File: src/rtl/mem_arb_pkg.sv
// Shared types and node-memory map for the memory arbiter slice.
// The map constants give engines a single source for field base addresses.
package mem_arb_pkg;

    typedef enum logic [1:0] {
        IDLE   = 2'd0,
        ACCESS = 2'd1,
        DONE   = 2'd2
    } ArbState;

    localparam logic [15:0] KNOWN_SINKS    = 16'h0008;
    localparam logic [15:0] NEIGHBOR_ID    = 16'h0048;
    localparam logic [15:0] CLUSTER_ID     = 16'h00C8;
    localparam logic [15:0] QVALUE         = 16'h01C8;
    localparam logic [15:0] SINK_IDS       = 16'h0248;
    localparam logic [15:0] HCM            = 16'h0648;
    localparam logic [15:0] KNOWN_SINK_CNT = 16'h0688;
    localparam logic [15:0] NEIGHBOR_CNT   = 16'h068A;
    localparam logic [15:0] SINK_ID_CNT    = 16'h068E;

endpackage

File: src/rtl/mem_arbiter_rr_pick.sv
// Combinational round-robin picker: first eligible requester after rrPtr_i,
// searching circularly, so the previous winner has lowest priority.
module rr_pick
    import mem_arb_pkg::*;
#(
    parameter int N_REQ = 4,
    parameter int IDX_W = 2
) (
    input  logic [N_REQ-1:0] eligible_i,
    input  logic [IDX_W-1:0] rrPtr_i,
    output logic [N_REQ-1:0] winner_o,
    output logic             valid_o
);

    logic [IDX_W-1:0] cand;

    always_comb begin
        winner_o = '0;
        valid_o  = 1'b0;
        cand     = '0;
        for (int k = 1; k <= N_REQ; k++) begin
            cand = IDX_W'((int'(rrPtr_i) + k) % N_REQ);
            if (!valid_o && eligible_i[cand]) begin
                winner_o[cand] = 1'b1;
                valid_o        = 1'b1;
            end
        end
    end

endmodule

File: src/rtl/mem_arbiter.sv
// Round-robin arbiter and 3-cycle access sequencer in front of the single-port
// node memory, with an optional lock for atomic read-modify-write sequences.
module mem_arbiter
    import mem_arb_pkg::*;
#(
    parameter int N_REQ     = 4,
    parameter int ADDR_W    = 16,
    parameter int DATA_W    = 16,
    parameter int MEM_BYTES = 2048
) (
    input  logic                    clock,
    input  logic                    reset,
    input  logic [N_REQ-1:0]        req,
    input  logic [N_REQ-1:0]        lock,
    input  logic [N_REQ-1:0]        we,
    input  logic [N_REQ*ADDR_W-1:0] addr,
    input  logic [N_REQ*DATA_W-1:0] wdata,
    output logic [N_REQ-1:0]        ack,
    output logic                    err,
    output logic [DATA_W-1:0]       rdata,
    output logic [N_REQ-1:0]        gnt,
    output logic [ADDR_W-1:0]       mem_address,
    output logic                    mem_wr_en,
    output logic [DATA_W-1:0]       mem_data_in,
    input  logic [DATA_W-1:0]       mem_data_out
);

    localparam int IDX_W = $clog2(N_REQ);

    ArbState           state_q, state_d;
    logic [IDX_W-1:0]  rrPtr_q, rrPtr_d;
    logic [IDX_W-1:0]  owner_q, owner_d;
    logic [N_REQ-1:0]  gnt_q, gnt_d;
    logic              lockValid_q, lockValid_d;
    logic [ADDR_W-1:0] addr_q, addr_d;
    logic              we_q, we_d;
    logic [DATA_W-1:0] wdata_q, wdata_d;
    logic [DATA_W-1:0] rdata_q, rdata_d;
    logic              err_q, err_d;

    logic              lockHeld;
    logic [N_REQ-1:0]  ownerMask;
    logic [N_REQ-1:0]  eligible;
    logic [N_REQ-1:0]  winner;
    logic              winValid;
    logic [IDX_W-1:0]  winIdx;
    logic              addrLegal;

    // A locked owner that has dropped lock no longer restricts arbitration,
    // so release and a fresh round-robin pick happen in the same IDLE cycle.
    always_comb begin
        lockHeld  = lockValid_q && lock[owner_q];
        ownerMask = {{(N_REQ-1){1'b0}}, 1'b1} << owner_q;
        eligible  = lockHeld ? (req & ownerMask) : req;
        addrLegal = !addr_q[0] && (addr_q <= ADDR_W'(MEM_BYTES - 2));
        winIdx    = '0;
        for (int i = 0; i < N_REQ; i++) begin
            if (winner[i]) begin
                winIdx = IDX_W'(i);
            end
        end
    end

    rr_pick #(
        .N_REQ (N_REQ),
        .IDX_W (IDX_W)
    ) uPick (
        .eligible_i (eligible),
        .rrPtr_i    (rrPtr_q),
        .winner_o   (winner),
        .valid_o    (winValid)
    );

    always_comb begin
        state_d     = state_q;
        rrPtr_d     = rrPtr_q;
        owner_d     = owner_q;
        gnt_d       = gnt_q;
        lockValid_d = lockValid_q;
        addr_d      = addr_q;
        we_d        = we_q;
        wdata_d     = wdata_q;
        rdata_d     = rdata_q;
        err_d       = err_q;
        case (state_q)
            IDLE: begin
                lockValid_d = lockHeld;
                if (winValid) begin
                    addr_d  = addr[int'(winIdx)*ADDR_W +: ADDR_W];
                    wdata_d = wdata[int'(winIdx)*DATA_W +: DATA_W];
                    we_d    = we[winIdx];
                    gnt_d   = winner;
                    owner_d = winIdx;
                    rrPtr_d = winIdx;
                    state_d = ACCESS;
                end else if (!lockHeld) begin
                    gnt_d = '0;
                end
            end
            ACCESS: begin
                rdata_d = (!we_q && addrLegal) ? mem_data_out : '0;
                err_d   = !addrLegal;
                state_d = DONE;
            end
            DONE: begin
                if (lock[owner_q]) begin
                    lockValid_d = 1'b1;
                end else begin
                    lockValid_d = 1'b0;
                    gnt_d       = '0;
                end
                state_d = IDLE;
            end
            default: begin
                state_d = IDLE;
            end
        endcase
    end

    always_ff @(posedge clock) begin
        if (reset) begin
            state_q     <= IDLE;
            rrPtr_q     <= IDX_W'(N_REQ - 1);
            owner_q     <= '0;
            gnt_q       <= '0;
            lockValid_q <= 1'b0;
            addr_q      <= '0;
            we_q        <= 1'b0;
            wdata_q     <= '0;
            rdata_q     <= '0;
            err_q       <= 1'b0;
        end else begin
            state_q     <= state_d;
            rrPtr_q     <= rrPtr_d;
            owner_q     <= owner_d;
            gnt_q       <= gnt_d;
            lockValid_q <= lockValid_d;
            addr_q      <= addr_d;
            we_q        <= we_d;
            wdata_q     <= wdata_d;
            rdata_q     <= rdata_d;
            err_q       <= err_d;
        end
    end

    // Memory bus is left ungated by reset: mem has no reset, so a write in
    // flight still lands; only the ack is withheld.
    assign ack         = (state_q == DONE && !reset) ? gnt_q : '0;
    assign gnt         = gnt_q;
    assign rdata       = rdata_q;
    assign err         = err_q;
    assign mem_address = (state_q == ACCESS) ? addr_q : '0;
    assign mem_data_in = (state_q == ACCESS) ? wdata_q : '0;
    assign mem_wr_en   = (state_q == ACCESS) && we_q && addrLegal;

endmodule

File: config.mk
export PLATFORM = sky130hd
export DESIGN_NAME = mem_arbiter
export DESIGN_NICKNAME = d
export VERILOG_FILES = /design/src/rtl/mem_arb_pkg.sv /design/src/rtl/mem_arbiter_rr_pick.sv /design/src/rtl/mem_arbiter.sv
export SDC_FILE = /design/constraint.sdc
export NUM_CORES = 1
export LEC_CHECK = 0
export ABC_AREA = 1
export BUFFER_PORTS_ARGS = -buffer_cell sky130_fd_sc_hd__buf_2
export CORE_ASPECT_RATIO = 0.5
export CORE_UTILIZATION = 34
export DETAILED_ROUTE_END_ITERATION = 8
export GPL_TIMING_DRIVEN = 0
export HOLD_SLACK_MARGIN = 0.08
export SLEW_MARGIN = 15
export SYNTH_ARGS = -nofsm -noshare
export SYNTH_HDL_FRONTEND = slang
export SYNTH_SLANG_ARGS = --single-unit
File: constraint.sdc
create_clock -name clock -period 4.44 [get_ports clock]
set_clock_uncertainty 0.05 [all_clocks]
set_input_delay 0.444 -clock clock [delete_from_list [all_inputs] [get_ports clock]]
set_output_delay 0.444 -clock clock [all_outputs]
set_load 0.02 [all_outputs]
==> metrics.md <==
| Metric | Value |
|---|---|
| Status | `finished, final reports clean` |
| Sw Ratio | `53.0%` |
| Fin. Hold Viols | `0` |
| Slowest CP cell | `dfxtp_1` |
| Stages on worst setup path | `15` |
| ANT nets after route | `0` |
| Fmax | `316 MHz` |
| Syn Area/Cell | `5.56 sq um` |
| Design Area, Final | `6270 sq um` |
| Final HPWL DP | `12500 um` |
| Gr ovfl total | `0` |
| Core footprint | `13000 sq um` |
| Largest net degree at the start of global routing | `13` |
| CTS tree | `built` |
| Reg-to-Reg Start | `rrPtr_q[0]$_SDFFE_PP1P_` |
| Final setup fails | `0` |
| Worst slew margin | `47.4%` |
| Crit path time final | `3170 ps` |
| Family with the most delay on the worst path | `simple AND/OR/NAND/NOR gates` |
| Comb pwr share | `70.7%` |
| Syn_nets | `1005` |
| Peak VDD IR | `0.483 mV` |
| Xor and xnor fraction of the mapped netlist area | `0%` |
| CP Launch Type | `flop` |
| Fin util | `48.2%` |
| Resized Gates After CTS | `0` |
| GP Congestion | `0.831` |
| Lkg Pwr | `3.55 nW` |
| Area fraction in compound gates after synthesis | `14.1%` |
| Row count | `29` |
| Post-Syn Instances | `839` |
| WL per Instance | `12.7 um` |
| Worst-path clk slew | `60 ps` |
| Critical path class | `flop to flop` |
| Share of layout cells above drive strength 1 | `26.0%` |
| Setup crit start | `rrPtr_q[0]$_SDFFE_PP1P_` |
| Initial antenna violation count | `0` |
| Routed Wire Length | `15800 um` |
| Initial core utilization | `35.8%` |
| Flop and latch count out of synthesis | `61` |
| Area growth syn-to-layout | `34.6%` |
| Multiplexer area fraction after synthesis | `0%` |
| CTS Buffer Depth | `2` |
| Max_cap viols | `0` |
| Worst path most repeated cell | `nor2_1` |
| Number of vias in the routed layout | `5743` |
| Ant. Diodes | `0` |
| Cell area power density | `867 nW/um^2` |
| Worst EP arrival | `3330 ps` |
| First drt pass iteration count | `5` |
| Hold WS | `315 ps` |
| Worst slew pin tran | `784 ps` |
| Crit-path cells | `inv_1 > ha_1 > inv_1 > nand3_2 > nand2_4 > nand2_2 > nor2_4 > nand3_1 > nand2_1 > nand2_2 > buf_1 > a21oi_1 > nor2_1 > nor2_1 > nor2_1` |
| Flop-to-flop setup slack | `1270 ps` |
| Period utilization | `71.3%` |
| # fillers | `1453` |
| Critical Path Fanout Max | `10` |
| Hold_buf cts | `0` |
| Max-slew violations | `0` |
| Critical path required time | `4600 ps` |
| Sequential fraction of design power | `15.3%` |
| Clock Latency Late Sink | `320 ps` |
| Cell Int Power | `2.55 mW` |
| Post-synthesis sequential area ratio | `26.2%` |
| Post-Synth Adder-Cell Area | `2.15%` |
| Clock power frac | `13.9%` |
| Simple-Gate Fraction of Synth Area | `42.1%` |
| Number of remaining DRC errors | `0` |
| CP max stage delay | `530 ps` |
| Total clock sinks | `61` |
| Cells on worst reg2reg path | `15` |
| Input/output buffers | `215` |
| Die area | `14200 sq um` |
| Psw | `2.89 mW` |
| Synth cell types | `25` |
| Cell Area, Placed | `5950 sq um` |
| FF-to-FF End | `wdata_q[15]$_SDFFE_PP0P_` |
| Root Buffer | `clkbuf_16` |
| Post-CTS setup buffer count | `0` |
| Ys Warns | `0` |
| CP endpoint kind | `flop` |
| Global-route wire length before repair | `25700 um` |
| Bufs and invs on worst path | `3` |
| Chip width | `168 um` |
| Die H | `84.8 um` |
| H-tree depth | `3` |
| Via/cell ratio | `4.63` |
| Vias in the first global route | `5381` |
| Post-Syn Area | `4660 sq um` |
| Gr usage total | `22.3%` |
| Initial DRC Count | `292` |
| Setup TNS | `0 ps` |
| Top-level I/O count | `216` |
| Hold crit path type | `input pin to flop` |
| RSZ-0062 raised after global routing | `no` |
| Num CTS Buffers | `9` |
| Worst setup path end | `wdata_q[15]$_SDFFE_PP0P_` |
| # nets final | `1231` |
| Largest family of logic cells by synthesized area | `simple AND/OR/NAND/NOR gates` |
==> power by group through the flow <==
stage                     Sequential [mW]  Clock [mW]  Combinational (mW)
after detailed placement            0.844           0                3.83
final                               0.835       0.758                3.85
after global routing                0.855       0.800                4.37
after CTS                           0.833       0.776                3.85
after floorplan                     0.857           0                2.85
after global placement              0.840           0                3.79
==> cells in the mapped netlist (all sizes together) <==
master | n | share of area [%]
nor3 | 1 | 0.11
o21ai | 40 | 4.3
a21oi | 84 | 9.0
nand2 | 208 | 17
nand4 | 4 | 0.54
ha | 8 | 2.1
nand3 | 70 | 8.4
clkbuf | 21 | 1.7
inv | 119 | 9.6
dfxtp | 61 | 26
clkinv | 1 | 0.080
nor2 | 189 | 16
o211ai | 3 | 0.48
a32o | 1 | 0.21
a31oi | 1 | 0.13
buf | 28 | 4.1
==> metal layers <==
| metal | wire (um) | GRT usage [%] | part of all wire (%) |
|---|---|---|---|
| met5 | 0 | 0 | 0 |
| met4 | 102 | 4.25 | 0.65 |
| met3 | 604 | 3.35 | 3.8 |
| met2 | 7410 | 38.1 | 47 |
| met1 | 7680 | 30.0 | 49 |
==> tightest hold or removal path: stages <==
cell	delay, ps
buf_2	90
nand2_1	50
a21oi_1	50
==> how the worst min path moves through the flow <==
stage                           startpoint  slack [ps]                       to  cells past startpoint
floorplan           addr_q[7]$_SDFFE_PP0P_         430   addr_q[7]$_SDFFE_PP0P_                      2
global placement     rdata[9]$_SDFFE_PP0N_         400    rdata[9]$_SDFFE_PP0N_                      2
detailed placement   rdata[5]$_SDFFE_PP0N_         400    rdata[5]$_SDFFE_PP0N_                      2
CTS                                  reset         300  state_q[0]$_SDFFE_PP0P_                      2
global route               mem_data_out[9]         310    rdata[9]$_SDFFE_PP0N_                      3
finish                     mem_data_out[6]         310    rdata[6]$_SDFFE_PP0N_                      3
==> stage by stage <==
step	setup slack, ps	std cells	power (mW)
after floorplan	1880	839	3.71
after global placement	1380	1224	4.63
after detailed placement	1300	1224	4.68
after CTS	1280	1240	5.46
after global routing	955	1240	6.02
final	1270	1240	5.44
==> final cells by class <==
| class | instances | area [sq um] | share of cell area, % |
|---|---|---|---|
| clock buffer | 9 | 225 | 3.59 |
| timing repair buffer | 215 | 1080 | 17.2 |
| inverter | 120 | 450 | 7.18 |
| clock inverter | 7 | 97.6 | 1.56 |
| sequential | 61 | 1220 | 19.5 |
| buffer | 49 | 268 | 4.27 |
| multi-input combinational | 609 | 2720 | 43.4 |
| tap | 170 | 213 | 3.39 |
==> state kept, by name, indices dropped and copies added, names as in the netlist <==
signal and cells:
err 1, addr_q 16, gnt 4, owner_q 2
state_q 2, we_q 1, lockValid_q 1, wdata_q 16
rrPtr_q 2, rdata 16
==> cells by family (layout without fill, tap and decap cells) <==
group,count (synthesis),after routing
compound gates,129,129
flops,61,61
fa+ha+maj,8,8
buf+inv,169,400
simple gates,472,472
==> layout by cell type (no fill, tap or decap), types with 9 or more instances in the layout <==
| cell | n |
|---|---|
| dfxtp_1 | 61 |
| buf_2 | 234 |
| o21ai_0 | 38 |
| inv_1 | 116 |
| nand2_1 | 201 |
| nand3_1 | 63 |
| nor2_1 | 186 |
| clkbuf_16 | 9 |
| clkbuf_1 | 21 |
| a21oi_1 | 84 |
Power figures use the tool's default switching activity.
